[src/rtl/mem_arbiter.sv]
// Shares one single-port memory between instruction fetch (read-only) and
// data load/store. One transaction in flight; data port wins ties unless
// fetch has already lost MAX_STREAK consecutive arbitrations.
module mem_arbiter #(
  parameter int unsigned ADDR_W     = 32,
  parameter int unsigned DATA_W     = 32,
  parameter int unsigned MAX_STREAK = 4
) (
  input  logic                clk,
  input  logic                n_rst,
  input  logic                if_req,
  input  logic [ADDR_W-1:0]   if_addr,
  output logic                if_gnt,
  output logic                if_rvalid,
  output logic [DATA_W-1:0]   if_rdata,
  input  logic                d_req,
  input  logic                d_we,
  input  logic [ADDR_W-1:0]   d_addr,
  input  logic [DATA_W-1:0]   d_wdata,
  input  logic [DATA_W/8-1:0] d_be,
  output logic                d_gnt,
  output logic                d_rvalid,
  output logic [DATA_W-1:0]   d_rdata,
  output logic                mem_req,
  output logic                mem_we,
  output logic [ADDR_W-1:0]   mem_addr,
  output logic [DATA_W-1:0]   mem_wdata,
  output logic [DATA_W/8-1:0] mem_be,
  input  logic                mem_gnt,
  input  logic                mem_rvalid,
  input  logic [DATA_W-1:0]   mem_rdata
);

  localparam int unsigned SW = (MAX_STREAK < 1) ? 1 : $clog2(MAX_STREAK + 1);
  localparam logic [SW-1:0] STREAK_MAX = SW'(MAX_STREAK);

  typedef enum logic [1:0] {IDLE, REQ, RESP} state_t;
  typedef enum logic {OWN_IF, OWN_D} owner_t;

  state_t        state, state_next;
  owner_t        owner;
  logic [SW-1:0] streak;
  logic          any_req;
  logic          if_wins;
  logic          resp_done;

  // Arbitration decision and completion detection
  always_comb begin
    any_req   = if_req | d_req;
    if_wins   = if_req && (!d_req || (streak == STREAK_MAX));
    resp_done = ((state == REQ) && mem_gnt && mem_rvalid) ||
                ((state == RESP) && mem_rvalid);
    if_gnt    = (state == REQ) && mem_gnt && (owner == OWN_IF);
    d_gnt     = (state == REQ) && mem_gnt && (owner == OWN_D);
  end

  // Next-state logic; a response coinciding with the grant skips RESP
  always_comb begin
    state_next = state;
    case (state)
      IDLE:    if (any_req) state_next = REQ;
      REQ:     if (mem_gnt) state_next = mem_rvalid ? IDLE : RESP;
      RESP:    if (mem_rvalid) state_next = IDLE;
      default: state_next = IDLE;
    endcase
  end

  // State register
  always_ff @(posedge clk or negedge n_rst) begin
    if (!n_rst) state <= IDLE;
    else        state <= state_next;
  end

  // Request latching, streak tracking and response delivery
  always_ff @(posedge clk or negedge n_rst) begin
    if (!n_rst) begin
      owner     <= OWN_IF;
      streak    <= '0;
      mem_req   <= 1'b0;
      mem_we    <= 1'b0;
      mem_addr  <= '0;
      mem_wdata <= '0;
      mem_be    <= '0;
      if_rvalid <= 1'b0;
      d_rvalid  <= 1'b0;
      if_rdata  <= '0;
      d_rdata   <= '0;
    end else begin
      if_rvalid <= 1'b0;
      d_rvalid  <= 1'b0;
      if ((state == IDLE) && any_req) begin
        mem_req <= 1'b1;
        if (if_wins) begin
          owner     <= OWN_IF;
          mem_we    <= 1'b0;
          mem_addr  <= if_addr;
          mem_wdata <= '0;
          mem_be    <= '1;
          streak    <= '0;
        end else begin
          owner     <= OWN_D;
          mem_we    <= d_we;
          mem_addr  <= d_addr;
          mem_wdata <= d_wdata;
          mem_be    <= d_be;
          if (!if_req)                  streak <= '0;
          else if (streak != STREAK_MAX) streak <= streak + SW'(1);
        end
      end
      if ((state == REQ) && mem_gnt) mem_req <= 1'b0;
      if (resp_done) begin
        if (owner == OWN_IF) begin
          if_rdata  <= mem_rdata;
          if_rvalid <= 1'b1;
        end else begin
          d_rdata   <= mem_rdata;
          d_rvalid  <= 1'b1;
        end
      end
    end
  end

endmodule

[config.mk]
export PLATFORM = sky130hd
export DESIGN_NAME = mem_arbiter
export DESIGN_NICKNAME = d
export VERILOG_FILES = /design/src/rtl/mem_arbiter.sv
export SDC_FILE = /design/constraint.sdc
export NUM_CORES = 1
export LEC_CHECK = 0
export ABC_AREA = 1
export CAP_MARGIN = 15
export CORE_MARGIN = 2
export CORE_UTILIZATION = 30
export CTS_BUF_LIST = sky130_fd_sc_hd__clkbuf_2 sky130_fd_sc_hd__clkbuf_4 sky130_fd_sc_hd__clkbuf_8
export DETAILED_ROUTE_END_ITERATION = 7
export HOLD_SLACK_MARGIN = 0.03
export PLACE_DENSITY = 0.63
export SYNTH_ARGS = -nofsm -noshare
export SYNTH_HDL_FRONTEND = slang
export SYNTH_SLANG_ARGS = --single-unit
[constraint.sdc]
create_clock -name clk -period 1.7 [get_ports clk]
set_input_delay 0.425 -clock clk [delete_from_list [all_inputs] [get_ports clk]]
set_output_delay 0.425 -clock clk [all_outputs]
set_load 0.02 [all_outputs]
# Word-level counts from Yosys, hierarchy flattened
# Index checks and enable logic that the tools add are counted.
[classes]
reduce_logical = 16
shifts = 0
n_mul = 0
n_div = 0
magnitude_cmp = 0
add_sub_neg = 1
n_eq_ne = 8
bitwise_logic = 2
n_mux = 19
[ops]
columns = ["op", "n"]
rows = [
  ["32-bit 2-to-1 mux", 2],
  ["3-bit 2-to-1 mux", 3],
  ["1-bit 2-to-1 mux", 8],
  ["2-bit 2-to-1 mux", 4],
  ["1-bit logical AND", 7],
  ["2-bit != test (second input constant)", 3],
  ["2-bit one-hot mux with 3 select lines", 1],
  ["2-bit AND reduction", 3],
  ["4-bit 2-to-1 mux", 1],
  ["3-bit by 1-bit adder with 3-bit output (second input constant)", 1],
  ["3-bit == test (second input constant)", 1],
  ["3-bit by 1-bit != test with 1-bit output (second input constant)", 1],
  ["3-bit != test (second input constant)", 1],
  ["3-bit AND reduction", 1],
  ["2-bit by 1-bit == test with 1-bit output (second input constant)", 1],
  ["2-bit == test (second input constant)", 1],
  ["2-bit zero test", 1],
  ["1-bit logical OR", 2],
  ["2-bit nonzero test", 1],
  ["1-bit zero test", 1],
  ["1-bit inverter", 1],
  ["1-bit OR", 1],
]
[totals]
ram_bits = 0
mem_count = 0
elab_cells = 58
latch_bits = 0
input_bits = 139
rom_bits = 0
regBits = 142

# Depth between registers and ports, before layout
# Gate-level depths: netlist of the first run.
[depth]
ltp_word = 5
depth_mapped = 9

# Worst setup path before layout of the first run
# OpenSTA, ideal clock, no wires.
[synth_path]
path_kind = "register -> output"
from = "reg owner"
to = "out d_gnt"
setup_slack_ns = 0.226
n_path_buf = 2
arrival_time_ns = 1.049
t_required_ns = 1.275
stages_incl_launch_ff = 5
cell_sequence = "dfrtp_1 buf_2 inv_2 clkbuf_1 nor2_1"
[synth_between]
elab_chain_len = 1
[synth_lines]
columns = ["element", "line_no", "text"]
rows = [
  ["start, declared", "41", "owner_t owner;"],
  ["start signal, assigned", "77", "owner <= OWN_IF;"],
  ["start signal, assigned", "94", "owner <= OWN_IF;"],
  ["start signal, assigned", "101", "owner <= OWN_D;"],
  ["1-bit logical AND", "54", "d_gnt = (state == REQ) && mem_gnt && (owner == OWN_D);"],
  ["end, declared", "21", "output logic d_gnt,"],
]
# Every way passes these cells.

# Worst setup path in the final report of the first run
[layout_path]
from = "reg state[1]"
to = "out d_gnt"
[layout_between]
elab_chain_len = 3
[layout_lines]
columns = ["element", "line_no", "text"]
rows = [
  ["start, declared", "40", "state_t state, state_next;"],
  ["start signal, assigned", "71", "else state <= state_next;"],
  ["2-bit by 1-bit == test with 1-bit output", "54", ""],
  ["1-bit logical AND (2 in a row)", "54", ""],
]
# Every way passes these cells.

==> metrics.yaml, run 1 <==
cts_buffers: 17
synth.area.top_cells: "dfrtp_1, nand2_1, nand3_1"
p_comb_frac: 0.495
ir_worst_vdd_mv: 0.8024
place.gp.congestion: 0.7826
path_clk_slew_ns: 0.09
finalClockSkew_ns: 0.01151
fmax_mhz: 559.7
synth.largest_area_cell: "dfrtp_1"
antenna_found_initial: 0
drv_slew: 0
maxCapViolCount: 0
clkLatencyLatePin_ns: 0.44
sw_frac_of_total: 0.4382
synth.cell_area_mm2: 0.006397
path_class: "reg2out"
fin_nets: 1196
core-area_mm2: 0.02096
period_needed_ns: 1.787
pwr-share-seq: 0.343
synthArstFlopShare: 1.000
synth_commonest_cells: "nand2_1, dfrtp_1, nand3_1, inv_1, nand4_1"
clkPwrFrac: 0.162
rows: 53
clockRootBuffer: "clkbuf_8"
grt_pass1_vias: 6093
slew_headroom: 0.7015
grt_max_degree: 46
rsz0062_at_grt: "yes"
synth-seq-cells: 142
crit_path_max_fanout: 2
cts_tree: "yes"
ant_nets: 0
die_h_um: 150.0
synth_edf_count: 0
end_kind: "output port"
leakagePower_nw: 5.428
htree_levels: 4
drt-initial-drc-count: 192
synth.distinct_cells: 21
fin_cells: 1343
fin_ws_ns: -0.08670
status: "complete, but fails checks"
cp-start-kind: "flop"
holdCritPathClass: "in2reg"
drcViolationCount: 0
p_switching_mw: 7.287
syn-mean-instance-area_um2: 8.308
failed_checks: "negative setup slack"
overflow: 0
grtUsageTotal: 0.1760
drive_gt1_frac: 0.08895
num_vias: 6146
start_util: 0.3053
areaGrowthSynthToFinish_pct: 56.48
die_area_mm2: 0.02251
setup_viol: 2
numClockSinks: 142
port_buffers: 276
wl_per_cell_um: 14.68
finalHoldViolations: 0
synth.most_common_cell: "nand2_1"
placed_cells: 1306
insertedDiodeCount: 0
intPower_mw: 9.341
post-route-period-util: 1.051
syn_nets: 911
die_width_um: 150.0
dp_hpwl_mm: 13.57
pin_count: 277
arrival_ns: 1.36
ys_warn_count: 0
finalWirelength_mm: 19.72
power_density_mw_per_mm2: 1661
synthCells: 770
crit_required_ns: 1.27
yosysSeqAreaShare: 0.5554
worstMarginPinSlew_ns: 0.4478
fin_setup_tns_ns: -0.1153
cts_max_path_buffers: 2
synthFlopType: "dfrtp_1"
vias_per_cell: 4.576
grt_pass1_wl_mm: 31.41
drt_pre_antenna_iters: 4
synth_top_area_share: 0.5554
## worst max-delay path, stage by stage, from the launching register on
cell and delay (ns):
dfrtp_1 0.42, inv_2 0.08, nand3_4 0.09, buf_6 0.14, nor2_4 0.08, buf_6 0.12
## per-layer routing
layer / share of wire / GRT usage
met5: 0 / 0
met4: 0.0093 / 0.03962
met3: 0.090 / 0.06433
met2: 0.47 / 0.2922
met1: 0.43 / 0.2189
## power groups by stage
stage / registers (mW) / clock network, mW / logic (mW)
global route: 5.91 / 2.93 / 9.01
detailed placement: 5.78 / 0 / 9.26
global placement: 5.77 / 0 / 9.18
finish: 5.70 / 2.69 / 8.23
floorplan: 7.56 / 0 / 2.80
CTS: 5.72 / 2.79 / 8.28
## logic make-up after synthesis
kind of cell / count (synthesis) / synth area share
buffers and inverters: 133 / 0.1001
adder cells (fa/ha/maj): 2 / 0.003911
XOR/XNOR: 1 / 0.001369
AND/OR/NAND/NOR: 485 / 0.3327
AO/OA/AOI/OAI: 7 / 0.006453
flip-flops: 142 / 0.5554
## final cells by class
cell class,instances,area [um^2]
Tap cell,275,344.1
Sequential cell,142,3553
Timing Repair Buffer,322,3184
Clock buffer,19,255.2
Clock inverter,13,128.9
Inverter,77,289.0
Fill cell,2106,10940
Multi-Input combinational cell,495,2256
## what timing repair did
action / 4_1_cts / 5_1_grt
setup endpoints to repair: 138 / 70
gates cloned: 0 / 1
pin swaps: 1 / 0
hold endpoints to repair: 28 / 0
setup buffers: 3 / 0
hold buffers: 1 / 0
resized for setup: 155 / 7
## final timing paths
kind,depth (start not counted),startpoint,end,slack (ns)
max in group asynchronous,3,n_rst,mem_addr[24]$_DFFE_PN0P_,0.68
hold / removal,3,mem_rvalid,if_rdata[6]$_DFFE_PN0P_,0.39
hold reg to reg,2,d_rdata[28]$_DFFE_PN0P_,d_rdata[28]$_DFFE_PN0P_,0.47
setup reg to reg,10,state[1]$_DFFE_PN0P_,d_rdata[12]$_DFFE_PN0P_,0.08
min in group asynchronous,2,n_rst,d_rdata[13]$_DFFE_PN0P_,0.45
setup / recovery,5,state[1]$_DFFE_PN0P_,d_gnt,-0.09
## cells in the final DEF, fill, tap and decap left out, drive strengths merged
master / count
inv: 84
clkdlybuf4s50: 135
dfrtp: 142
clkinv: 1
nand4: 65
clkbuf: 21
dlygate4sd2: 136
buf: 48
o21ai: 5
dlygate4sd3: 1
a21oi: 1
bufinv: 1
ha: 2
o31ai: 1
nand2: 317
clkinvlp: 4
xnor2: 1
nor2: 3
nand3: 100
## per-stage QoR
stage / util / total power [mW] / area [um^2] / hold slack (ns) / worst slack [ns]
floorplan: - / 10.36 / 6397 / 0.1294 / 0.2256
global placement: 0.4625 / 14.95 / 9692 / 0.3404 / -0.7122
detailed placement: 0.4625 / 15.04 / 9692 / 0.3441 / -0.7297
CTS: 0.4755 / 16.79 / 9963 / 0.3427 / -0.1268
global route: 0.4777 / 17.85 / 10010 / 0.3608 / -0.1642
finish: 0.4777 / 16.63 / 10010 / 0.3856 / -0.08670
## state kept, by name (all words and copies together) (netlist names)
| register | count |
|---|---|
| if_rvalid | 1 |
| mem_req | 1 |
| state | 2 |
| owner | 1 |
| if_rdata | 32 |
| mem_we | 1 |
| d_rdata | 32 |
| mem_addr | 32 |
| streak | 3 |
| mem_be | 4 |
| d_rvalid | 1 |
| mem_wdata | 32 |
Power figures use the tool's default switching activity.
==> run 2, diff against run 1 <==
Settings changed: CTS_CLUSTER_SIZE set to 25.
Clock period 1.7 ns to 2.2 ns, I/O delays scaled along.
==> metrics.yaml, run 2 (synthesized netlist as in run 1, its figures left out) <==
areaGrowthSynthToFinish_pct: 53.37
overflow: 0  # unchanged
power.total_mw: 13.19  # -21%
dp_hpwl_mm: 13.39  # -1.3%
ant_nets: 0  # unchanged
drt_pre_antenna_iters: 4  # unchanged
fmax_mhz: 485.2
mostFrequentLayoutCell: "nand2_1"
finalWirelength_mm: 19.61  # -0.57%
die_h_um: 150.0  # unchanged
cp.depth: 4  # -1
rows: 53  # unchanged
grtUsageTotal: 0.1781  # +0.002096
grt_max_degree: 55  # +20%
clkLatencyLatePin_ns: 0.43  # about the same
power_density_mw_per_mm2: 1345  # -19%
grt_pass1_vias: 6008  # -1.4%
finalHoldViolations: 0  # unchanged
die_width_um: 150.0  # unchanged
slew_headroom: 0.7112  # +0.009707
fin_nets: 1171  # -2.1%
slowest_stage: "clkdlybuf4s50_1"
insertedDiodeCount: 0  # unchanged
cp-start-kind: "input pin"
fin_ws_ns: 0.1390  # +0.2257 ns
hold_depth: 2  # -1
place.gp.congestion: 0.7754  # -0.92%
die_area_mm2: 0.02251  # unchanged
status: "finished clean"
post-route-period-util: 0.9368
ir_worst_vdd_mv: 0.5380  # -33%
leakagePower_nw: 4.901  # -9.7%
pre_cts_slack_ns: -0.4862  # +0.2435 ns
whs_ns: 0.4732  # +0.08754 ns
path_cells: "clkdlybuf4s50_1 > nand3_4 > nor2_4 > buf_2"
cp_num_buf_inv: 2  # -1
cts_max_path_buffers: 2  # unchanged
wl_per_cell_um: 14.90  # +1.5%
crit_required_ns: 1.65  # +0.38 ns
arrival_ns: 1.51  # +0.15 ns
num_vias: 6041  # -1.7%
finalClockSkew_ns: 0.01252  # +0.001017 ns
cts_buffers: 17  # unchanged
crit_path_max_fanout: 5  # +3
place_area_mm2: 0.009447  # -2.5%
vias_per_cell: 4.590  # +0.31%
antenna_found_initial: 0  # unchanged
htree_levels: 4  # unchanged
period_needed_ns: 2.061
holdCritPathClass: "reg2reg"
end_kind: "output port"
port_buffers: 276  # unchanged
pin_count: 277  # unchanged
cts_tree: "yes"
start_util: 0.3053  # unchanged
drcViolationCount: 0  # unchanged
final_util: 0.4682  # -0.009494
drt-initial-drc-count: 241  # +26%
cp_slowest_stage_delay_ns: 0.54  # +0.12 ns
numClockSinks: 142  # unchanged
drv_slew: 0  # unchanged
reg2reg_setup_slack_ns: 0.70  # +0.62 ns
design_area_mm2: 0.009812  # -2.0%
maxCapViolCount: 0  # unchanged
worstMarginPinSlew_ns: 0.4332  # -0.01456 ns
critPathTopFamily: "buffers and inverters"
path_class: "in2out"
post_cts_buffers: 0  # -3
setup_viol: 0  # -2
clockRootBuffer: "clkbuf_8"
rr_worst_depth: 6  # -4
final_cell_mix: "nand2_1, clkdlybuf4s50_1, dfrtp_1"
drive_gt1_frac: 0.06244  # -0.02651
path_clk_slew_ns: 0.08  # about the same
grt_pass1_wl_mm: 31.57  # +0.53%
core-area_mm2: 0.02096  # unchanged
rsz0062_at_grt: "no"
==> run 2: cell types whose count changed in the layout (fill, tap and decap cells not counted), sizes merged <==
cell and change:
clkbuf -4, clkdlybuf4s50 +137, dlygate4sd2 -136, inv -4
clkinv +5, buf -24, clkinvlp -1
==> run 2: area by class of cell <==
class,instances,area (um^2)
timing repair buffer,297,3047
multi-input combinational,495,2228
tap,275,344.1
sequential,142,3553
fill,2093,11140
inverter,77,289.0
clock buffer,17,234.0
clock inverter,13,116.4
==> run 2: what timing repair did <==
item,in CTS,in global routing
resized for setup,9,2
endpoints found under the setup margin,2,2
hold buffers,1,0
hold endpoints to repair,40,0
==> run 2: path summary, 6_finish.rpt <==
check	startpoint	endpoint
max in group asynchronous	n_rst	mem_addr[9]$_DFFE_PN0P_
min in group asynchronous	n_rst	d_rdata[17]$_DFFE_PN0P_
hold reg to reg	if_rdata[24]$_DFFE_PN0P_	if_rdata[24]$_DFFE_PN0P_
setup / recovery	mem_gnt	if_gnt
hold / removal	if_rdata[24]$_DFFE_PN0P_	if_rdata[24]$_DFFE_PN0P_
setup reg to reg	state[1]$_DFFE_PN0P_	mem_wdata[2]$_DFFE_PN0P_
==> run 2: where the power goes <==
part	total, mW	switching, mW	internal, mW
Sequential	4.46	0.667	3.79
Clock	1.94	1.05	0.885
Combinational	6.80	3.81	2.98
Total	13.2	5.53	7.66
==> run 2: metrics by stage <==
step                instances  TNS (ns)
floorplan                 770         0
global placement         1285   -0.7954
detailed placement       1285   -0.7867
CTS                      1316         0
global route             1316         0
finish                   1316         0
==> run 2: worst register-to-register path: cells and delay by family, from the launching register on <==
kind,cells,cell delay (ns)
AO/OA/AOI/OAI,1,0.13
buffers and inverters,2,0.34
flip-flops,1,0.42
AND/OR/NAND/NOR,3,0.55
==> run 2: metal layers <==
metal | wire, um | vias to the layer above | global-route usage | part of all wire
li1 | - | 2969 | - | -
met1 | 8253 | 2825 | 0.2189 | 0.42
met2 | 9352 | 230 | 0.2979 | 0.48
met3 | 1763 | 17 | 0.06311 | 0.090
met4 | 235 | 0 | 0.04528 | 0.012
met5 | 0 | - | 0 | 0
